`src/rtl/game_render_pipe.sv`:
```
// Three-stage pipelined playfield renderer: ball with soft edge, NUM_PADS pads, border frame
// and background pattern. Game state is double-buffered and swapped at the start of vblank.
module game_render_pipe #(
    parameter int          SCREEN_WIDTH    = 640,
    parameter int          SCREEN_HEIGHT   = 480,
    parameter int          NUM_PADS        = 2,
    parameter int          PAD_WIDTH       = 8,
    parameter int          PAD_HEIGHT      = 64,
    parameter int          PAD_DISTANCE    = 16,
    parameter int          PAD_SPACING     = 32,
    parameter int          BALL_SIZE_INNER = 64,
    parameter int          BALL_EDGE_LOG2  = 6,
    parameter logic [7:0]  BG_LUM          = 8'h60
) (
    input  logic                     clk_vga,
    input  logic                     rst,
    input  logic [11:0]              x,
    input  logic [11:0]              y,
    input  logic                     blank_n_in,
    input  logic                     hs_in,
    input  logic                     vs_in,
    input  logic [5:0]               switch,
    input  logic [12*NUM_PADS-1:0]   pad_pos,
    input  logic [11:0]              ball_x,
    input  logic [11:0]              ball_y,
    input  logic                     state_valid,
    output logic                     state_applied,
    output logic                     VGA_BLANK_N,
    output logic                     VGA_HS,
    output logic                     VGA_VS,
    output logic [7:0]               VGA_R,
    output logic [7:0]               VGA_G,
    output logic [7:0]               VGA_B
);

    localparam logic [11:0] HALF_W = 12'(SCREEN_WIDTH / 2);
    localparam logic [11:0] HALF_H = 12'(SCREEN_HEIGHT / 2);
    localparam logic [23:0] INNER  = 24'(BALL_SIZE_INNER);

    // ---------------- game state: shadow (captured) and active (rendered) ----------------
    logic [11:0] shadow_pad_q [NUM_PADS];
    logic [11:0] shadow_pad_d [NUM_PADS];
    logic [11:0] active_pad_q [NUM_PADS];
    logic [11:0] active_pad_d [NUM_PADS];
    logic [11:0] shadow_bx_q, shadow_bx_d, shadow_by_q, shadow_by_d;
    logic [11:0] active_bx_q, active_bx_d, active_by_q, active_by_d;
    logic        pending_q, pending_d;
    logic        applied_q, applied_d;
    logic        apply_evt;

    always_comb begin
        shadow_pad_d = shadow_pad_q;
        active_pad_d = active_pad_q;
        shadow_bx_d  = shadow_bx_q;
        shadow_by_d  = shadow_by_q;
        active_bx_d  = active_bx_q;
        active_by_d  = active_by_q;
        pending_d    = pending_q;
        applied_d    = 1'b0;
        apply_evt    = (x == 12'd0) && (y == 12'(SCREEN_HEIGHT));
        // The swap reads the old shadow, so a coinciding strobe is kept for the next vblank.
        if (apply_evt && pending_q) begin
            active_pad_d = shadow_pad_q;
            active_bx_d  = shadow_bx_q;
            active_by_d  = shadow_by_q;
            pending_d    = 1'b0;
            applied_d    = 1'b1;
        end
        if (state_valid) begin
            for (int i = 0; i < NUM_PADS; i++) begin
                shadow_pad_d[i] = pad_pos[12*i +: 12];
            end
            shadow_bx_d = ball_x;
            shadow_by_d = ball_y;
            pending_d   = 1'b1;
        end
    end

    always_ff @(posedge clk_vga) begin
        if (rst) begin
            for (int i = 0; i < NUM_PADS; i++) begin
                shadow_pad_q[i] <= HALF_H;
                active_pad_q[i] <= HALF_H;
            end
            shadow_bx_q <= HALF_W;
            shadow_by_q <= HALF_H;
            active_bx_q <= HALF_W;
            active_by_q <= HALF_H;
            pending_q   <= 1'b0;
            applied_q   <= 1'b0;
        end else begin
            shadow_pad_q <= shadow_pad_d;
            active_pad_q <= active_pad_d;
            shadow_bx_q  <= shadow_bx_d;
            shadow_by_q  <= shadow_by_d;
            active_bx_q  <= active_bx_d;
            active_by_q  <= active_by_d;
            pending_q    <= pending_d;
            applied_q    <= applied_d;
        end
    end

    assign state_applied = applied_q;

    // ---------------- pipeline registers ----------------
    logic [11:0] x1_q, x1_d, y1_q, y1_d, dx1_q, dx1_d, dy1_q, dy1_d;
    logic        frame1_q, frame1_d, blank1_q, blank1_d, hs1_q, hs1_d, vs1_q, vs1_d;
    logic [5:0]  sw1_q, sw1_d;

    logic [23:0] d2_q, d2_d;
    logic [24:0] d_sum;
    logic        fp2_q, fp2_d, blank2_q, blank2_d, hs2_q, hs2_d, vs2_q, vs2_d;
    logic [1:0]  chk2_q, chk2_d;
    logic [5:0]  sw2_q, sw2_d;

    logic [7:0]  rgb_q [3];
    logic [7:0]  rgb_d [3];
    logic        blank3_q, hs3_q, vs3_q;

    logic [NUM_PADS-1:0] pad_hit_vec;

    // Pad column windows are constants; only the y window depends on state.
    for (genvar gi = 0; gi < NUM_PADS; gi++) begin : g_pad
        localparam int COL = PAD_DISTANCE + (gi / 2) * PAD_SPACING;
        localparam int XL  = (gi % 2 == 0) ? COL : SCREEN_WIDTH - COL - PAD_WIDTH;
        logic x_in, y_in;
        assign x_in = ({1'b0, x1_q} > 13'(XL)) && ({1'b0, x1_q} < 13'(XL + PAD_WIDTH));
        assign y_in = (({1'b0, y1_q} + 13'(PAD_HEIGHT / 2)) > {1'b0, active_pad_q[gi]})
                   && ({1'b0, y1_q} < ({1'b0, active_pad_q[gi]} + 13'(PAD_HEIGHT / 2)));
        assign pad_hit_vec[gi] = x_in & y_in;
    end

    always_comb begin
        // S1
        x1_d     = x;
        y1_d     = y;
        dx1_d    = (x >= active_bx_q) ? (x - active_bx_q) : (active_bx_q - x);
        dy1_d    = (y >= active_by_q) ? (y - active_by_q) : (active_by_q - y);
        frame1_d = (x == 12'd0) || (x == 12'(SCREEN_WIDTH - 1))
                || (y == 12'd0) || (y == 12'(SCREEN_HEIGHT - 1));
        blank1_d = blank_n_in;
        hs1_d    = hs_in;
        vs1_d    = vs_in;
        sw1_d    = switch;
        // S2
        d_sum    = 25'(dx1_q) * 25'(dx1_q) + 25'(dy1_q) * 25'(dy1_q);
        d2_d     = d_sum[24] ? 24'hFFFFFF : d_sum[23:0];
        fp2_d    = frame1_q | (|pad_hit_vec);
        chk2_d   = {x1_q[4] ^ y1_q[4], x1_q[1] ^ y1_q[1]};
        blank2_d = blank1_q;
        hs2_d    = hs1_q;
        vs2_d    = vs1_q;
        sw2_d    = sw1_q;
    end

    // ---------------- S3 colour ----------------
    logic [23:0]               e3;
    logic [BALL_EDGE_LOG2-1:0] lum_inv;
    logic [7:0]                ball_lum, full_lum, fp_lum, bg_lum;
    logic                      bg_on;

    always_comb begin
        e3       = (d2_q >= INNER) ? (d2_q - INNER) : 24'd0;
        lum_inv  = ~e3[BALL_EDGE_LOG2-1:0];
        ball_lum = ((e3 >> BALL_EDGE_LOG2) != 24'd0) ? 8'd0
                 : (8'(lum_inv) << (8 - BALL_EDGE_LOG2));
        fp_lum   = fp2_q ? 8'hFF : 8'h00;
        full_lum = fp2_q ? 8'hFF : ball_lum;
        bg_on    = (sw2_q[0] & chk2_q[0]) | (sw2_q[1] & chk2_q[1]);
        bg_lum   = bg_on ? BG_LUM : 8'h00;
    end

    // Channel 0 is red; with switch[5] the ball lights only the red channel.
    for (genvar gi = 0; gi < 3; gi++) begin : g_chan
        localparam bit IS_RED = (gi == 0);
        logic [7:0] base;
        assign base       = (!IS_RED && sw2_q[5]) ? fp_lum : full_lum;
        assign rgb_d[gi]  = !blank2_q       ? 8'h00
                          : sw2_q[2 + gi]   ? (base | bg_lum)
                          :                   base;
    end

    always_ff @(posedge clk_vga) begin
        if (rst) begin
            x1_q     <= '0;
            y1_q     <= '0;
            dx1_q    <= '0;
            dy1_q    <= '0;
            frame1_q <= 1'b0;
            blank1_q <= 1'b0;
            hs1_q    <= 1'b1;
            vs1_q    <= 1'b1;
            sw1_q    <= '0;
            d2_q     <= '0;
            fp2_q    <= 1'b0;
            chk2_q   <= '0;
            blank2_q <= 1'b0;
            hs2_q    <= 1'b1;
            vs2_q    <= 1'b1;
            sw2_q    <= '0;
            for (int i = 0; i < 3; i++) begin
                rgb_q[i] <= 8'h00;
            end
            blank3_q <= 1'b0;
            hs3_q    <= 1'b1;
            vs3_q    <= 1'b1;
        end else begin
            x1_q     <= x1_d;
            y1_q     <= y1_d;
            dx1_q    <= dx1_d;
            dy1_q    <= dy1_d;
            frame1_q <= frame1_d;
            blank1_q <= blank1_d;
            hs1_q    <= hs1_d;
            vs1_q    <= vs1_d;
            sw1_q    <= sw1_d;
            d2_q     <= d2_d;
            fp2_q    <= fp2_d;
            chk2_q   <= chk2_d;
            blank2_q <= blank2_d;
            hs2_q    <= hs2_d;
            vs2_q    <= vs2_d;
            sw2_q    <= sw2_d;
            for (int i = 0; i < 3; i++) begin
                rgb_q[i] <= rgb_d[i];
            end
            blank3_q <= blank2_q;
            hs3_q    <= hs2_q;
            vs3_q    <= vs2_q;
        end
    end

    assign VGA_R       = rgb_q[0];
    assign VGA_G       = rgb_q[1];
    assign VGA_B       = rgb_q[2];
    assign VGA_BLANK_N = blank3_q;
    assign VGA_HS      = hs3_q;
    assign VGA_VS      = vs3_q;

endmodule

```
`config.mk`:
```
export PLATFORM = sky130hd
export DESIGN_NAME = game_render_pipe
export DESIGN_NICKNAME = d
export VERILOG_FILES = /design/src/rtl/game_render_pipe.sv
export SDC_FILE = /design/constraint.sdc
export NUM_CORES = 1
export LEC_CHECK = 0
export CELL_PAD_IN_SITES_DETAIL_PLACEMENT = 0
export CELL_PAD_IN_SITES_GLOBAL_PLACEMENT = 1
export CORE_UTILIZATION = 51
export DETAILED_ROUTE_END_ITERATION = 16
export HOLD_SLACK_MARGIN = 0.03
export PLACE_DENSITY = 0.95
export SETUP_SLACK_MARGIN = 0.5
export SYNTH_ARGS = -nofsm -noshare
export SYNTH_HDL_FRONTEND = slang
export SYNTH_SLANG_ARGS = --single-unit
```
`constraint.sdc`:
```
create_clock -name clk_vga -period 11.5 [get_ports clk_vga]
set_input_delay 1.15 -clock clk_vga [delete_from_list [all_inputs] [get_ports clk_vga]]
set_output_delay 1.15 -clock clk_vga [all_outputs]
set_load 0.005 [all_outputs]
```
# [Yosys cells after proc, flatten, opt, wreduce, memory -nomap -nowiden]
# Memories as Yosys holds them, arrays and structs flattened.
# Index checks and enable logic that the tools add are counted.
[classes] n_addsub=9 multipliers=2 magnitude_cmp=11 eq_ne=3 muxes=24 bitwise_logic=14 n_reduce_logical=14
[ops] op="$mux 8" count=13
[ops] op="$mul 12x12->24" count=2
[ops] op="$mux 24" count=2
[ops] op="$sub 12x12->12" count=4
[ops] op="$add 12x6->13 const B" count=3
[ops] op="$gt 13x12->1" count=2
[ops] op="$lt 12x13->1" count=2
[ops] op="$add 24x24->25" count=1
[ops] op="$eq 12x9->1 const B" count=2
[ops] op="$ge 12x12->1" count=2
[ops] op="$ge 24x7->1 const B" count=1
[ops] op="$logic_not 12->1" count=2
[ops] op="$mux 12" count=2
[ops] op="$reduce_bool 24->1" count=1
[ops] op="$sub 24x7->24 const B" count=1
[ops] op="$or 8x7->8" count=2
[ops] op="$eq 12x10->1 const B" count=1
[ops] op="$gt 12x10->1 const B" count=1
[ops] op="$gt 12x5->1 const B" count=1
[ops] op="$lt 12x10->1 const B" count=1
[ops] op="$lt 12x5->1 const B" count=1
[ops] op="$mux 7" count=1
[ops] op="$logic_and 1x1->1" count=6
[ops] op="$mux 1" count=6
[ops] op="7 further kinds" count=17
[totals] ff_bits=195 mem_bits_rw=24 in_bits=84 out_inout_bits=28 mem_count=1
[mem_list] name="rgb_q" words=3 width=8 rd=3 rd_ports_with_merged_regs=0 write_ports=3 line_no="116" source="logic [7:0] rgb_q [3];"

# [Depth between registers and ports, before layout]
[logic_depth] depth_word=10 depth_mapped=26 mapped_depth_nobuf=25

# [Worst setup path before layout]
# Ideal clock, no wire load.
[synth_timing] kind="register to register" from="register dy1_q[9]" to="register d2_q[3]" setup_ps=132 arrival_time_ps=6361 required_time_ps=11368 setup_slack_ps=5007 path_stages_with_launch=23 period_less_slack_ps=6493 cell_sequence="dfxtp_1 > clkbuf_1 > nand2_1 > fa_1 > fa_1 > inv_1 > fa_1 > inv_1 > fa_1 > inv_1 > fa_1 > fa_1 > inv_1 > fa_1 > inv_1 > ha_1 > or3_1 > a211oi_1 > a21oi_1 > o21ai_0 > xnor2_1 > clkbuf_1 > a21oi_1"
[synth_via] elab_chain_len=3
[synth_lines] element="from (decl)" line_no="106" source="logic [11:0] x1_q, x1_d, y1_q, y1_d, dx1_q, dx1_d, dy1_q, dy1_d;"
[synth_lines] element="from (signal assigned)" line_no="211" source="dy1_q <= dy1_d;"
[synth_lines] element="$mul 12x12->24" line_no="146" source="d_sum = 25'(dx1_q) * 25'(dx1_q) + 25'(dy1_q) * 25'(dy1_q);"
[synth_lines] element="$add 24x24->25" line_no="146"
[synth_lines] element="$mux 24" line_no="147" source="d2_d = d_sum[24] ? 24'hFFFFFF : d_sum[23:0];"
[synth_lines] element="to (signal assigned)" line_no="194" source="d2_q <= '0;"
[synth_lines] element="to (signal assigned)" line_no="217" source="d2_q <= d2_d;"
[synth_lines] element="to (decl)" line_no="110" source="logic [23:0] d2_q, d2_d;"
# Every way passes these cells.
# A chain may end at the register's enable or synchronous reset.

# [Worst setup path in the final report]
[layout_timing] from="register dy1_q[0]" to="register d2_q[11]"
# The elaborated chain is that of the path after synthesis.

==> results.json <==
{
  "reg2reg_depth": 20,
  "cts_root_buffer": "clkbuf_16",
  "antenna_cells": 0,
  "viasPerCell": 5.273,
  "hold_buffers": 0,
  "cts_setup_buffers": 0,
  "synth.most_common_cell": "inv_1",
  "p_leak_nw": 9.914,
  "stdcell_count": 2558,
  "max-vdd-ir-drop_mv": 0.1834,
  "clkSinkCount": 210,
  "status": "complete, no violations",
  "track_usage_pct": 23.68,
  "placed_cells": 2518,
  "die_y_um": 190.7,
  "fin_nets": 2575,
  "cp-start-kind": "register",
  "cts_buffers": 22,
  "maxCapViolCount": 0,
  "fin_worst_skew_ns": 0.01900,
  "p_total_mw": 3.275,
  "synth_cells": 2027,
  "dr.pass1.iters": 5,
  "yosys_warnings": 0,
  "place_ws_ns": 4.657,
  "rrSetupSlack_ns": 4.69,
  "period_minus_slack_ns": 6.808,
  "synth_area_leaders": "dfxtp_1, fa_1, ha_1",
  "report.final.slew_viol_count": 0,
  "area_delta_synth_final_pct": 11.36,
  "clk_pin_slew_ns": 0.06,
  "cp.required_ns": 11.88,
  "syn_nets": 2515,
  "core-area_um2": 34800,
  "clock.fmax_ghz": 0.1469,
  "drcViolationCount": 0,
  "final_antenna_net_count": 0,
  "clk_latency_ns": 0.52,
  "gp_congestion": 0.9163,
  "initial_core_util_pct": 52.17,
  "finalSetupTns_ns": 0,
  "cp.arrival_ns": 7.19,
  "hold_viol": 0,
  "die_w_um": 190.7,
  "io_pins": 112,
  "cts_resized": 0,
  "synth_top_area_share_pct": 23.16,
  "io_buffer_count": 111,
  "synth-seq-cells": 210,
  "syn-cell-area_um2": 18150,
  "slew_headroom_pct": 22.80,
  "yosysTopAreaCell": "dfxtp_1",
  "synth_common_cells": "inv_1, dfxtp_1, fa_1",
  "setup_ws_ns": 4.692,
  "first_iter_violations": 633,
  "synth.avg_cell_area_um2": 8.956,
  "synth.distinct_cells": 71,
  "synth_edf_count": 0,
  "grt_max_degree": 65,
  "critPathCaptureType": "register",
  "dp_hpwl_um": 33600,
  "grt_pass1_wl_um": 68970,
  "synthArstFlopShare_pct": 0,
  "htree_num_levels": 1,
  "rows": 68,
  "min_path_type": "reg2reg",
  "drive_gt1_share_pct": 3.566,
  "clockBufferDepth": 3,
  "gr-total-overflow": 0,
  "whs_path_depth": 1,
  "setup_violations": 0,
  "synthFlopType": "dfxtp_1",
  "seq_area_frac_synth_pct": 23.16,
  "worst_pin_slew_ns": 1.151,
  "cts_tree": "yes",
  "vias": 13490,
  "critical_path_class": "reg2reg",
  "cp_max_fo": 24,
  "power_density_nw_per_um2": 162.0,
  "grt_pass1_vias": 14280,
  "drt_wl_total_um": 41030,
  "fp.dieArea_um2": 36350,
  "antenna_found_initial": 0,
  "wl_per_cell_um": 16.04,
  "rsz0062_at_grt": "no",
  "fin_crit_sh_pct": 59.20
}
## state kept, by name, summed over array words and instances (netlist names), 2 cells and up
register / count
active_pad_q: 24
active_by_q: 12
shadow_bx_q: 12
d2_q: 24
x1_q: 12
y1_q: 12
chk2_q: 2
rgb_q: 15
sw2_q: 6
active_bx_q: 12
shadow_by_q: 12
shadow_pad_q: 24
sw1_q: 6
dy1_q: 12
dx1_q: 12
## logic make-up after synthesis
| kind of cell | count (synthesis) | synth area share, % |
|---|---|---|
| and+or+nand+nor | 547 | 14.25 |
| xor gates and xnor gates | 61 | 2.943 |
| AOI/OAI and AO/OA | 265 | 9.401 |
| DFF | 210 | 23.16 |
| muxes | 67 | 3.722 |
| buffers and inverters | 473 | 10.12 |
| adders and majority gates | 404 | 36.40 |
## layer usage
metal | track usage (%) | wire length (um)
met1 | 28.73 | 17200
met2 | 43.13 | 20860
met3 | 2.374 | 1485
met4 | 8.615 | 1480
met5 | 0 | 0
## worst paths after layout
check                                         start             endpoint
worst min-delay path               hs1_q$_SDFF_PP1_     hs2_q$_SDFF_PP1_
worst min register to register     hs1_q$_SDFF_PP1_     hs2_q$_SDFF_PP1_
worst max register to register  dy1_q[0]$_SDFF_PP0_  d2_q[11]$_SDFF_PP0_
worst max-delay path            dy1_q[0]$_SDFF_PP0_  d2_q[11]$_SDFF_PP0_
## layout make-up
type                       instances  area [um^2]
sequential                       210         4204
timing repair buffer             117         1149
clock buffer                      31        604.3
clock inverter                     9        93.84
inverter                         392         1471
tap                              455        569.3
multi-input combinational       1344        12120
fill                            3043        14580
## report_power, final
group	switching (mW)	internal [mW]	total, mW
sequential	0.0557	0.791	0.847
clock	0.294	0.393	0.687
combinational	0.998	0.743	1.74
total	1.35	1.93	3.27
## critical path, stage by stage, from the launching register on
cell and delay, ns:
dfxtp_1 0.71, nand2_1 0.24, fa_1 0.51, fa_1 0.55, inv_1 0.06, fa_1 0.50, fa_1 0.53, fa_1 0.52
fa_1 0.55, inv_1 0.06, fa_1 0.56, inv_1 0.05, ha_1 0.20, or3_1 0.42, o211ai_1 0.25, a21oi_1 0.13
o21ai_0 0.22, xnor2_1 0.14, buf_4 0.28, nor2b_1 0.16, nor2_1 0.04
## stage by stage
stage                     util [%]  hold WS, ns  cell area [um^2]
after floorplan                  -       0.3895             18150
after global placement       56.09       0.3941             19520
after detailed placement     56.09       0.3985             19520
after CTS                    58.09       0.4191             20220
after global routing         58.09       0.4344             20220
final                        58.09       0.4172             20220
## cells in the final DEF (no fill, tap or decap), drive strengths merged, types with 38 or more instances in the layout
cell           instances
a21oi                114
and2                  74
clkdlybuf4s50        109
dfxtp                210
fa                   207
ha                   197
inv                  393
mux2i                 63
nand2                199
nor2                 125
o21ai                 38
xnor2                 41
(Power assumes the default switching activity.)
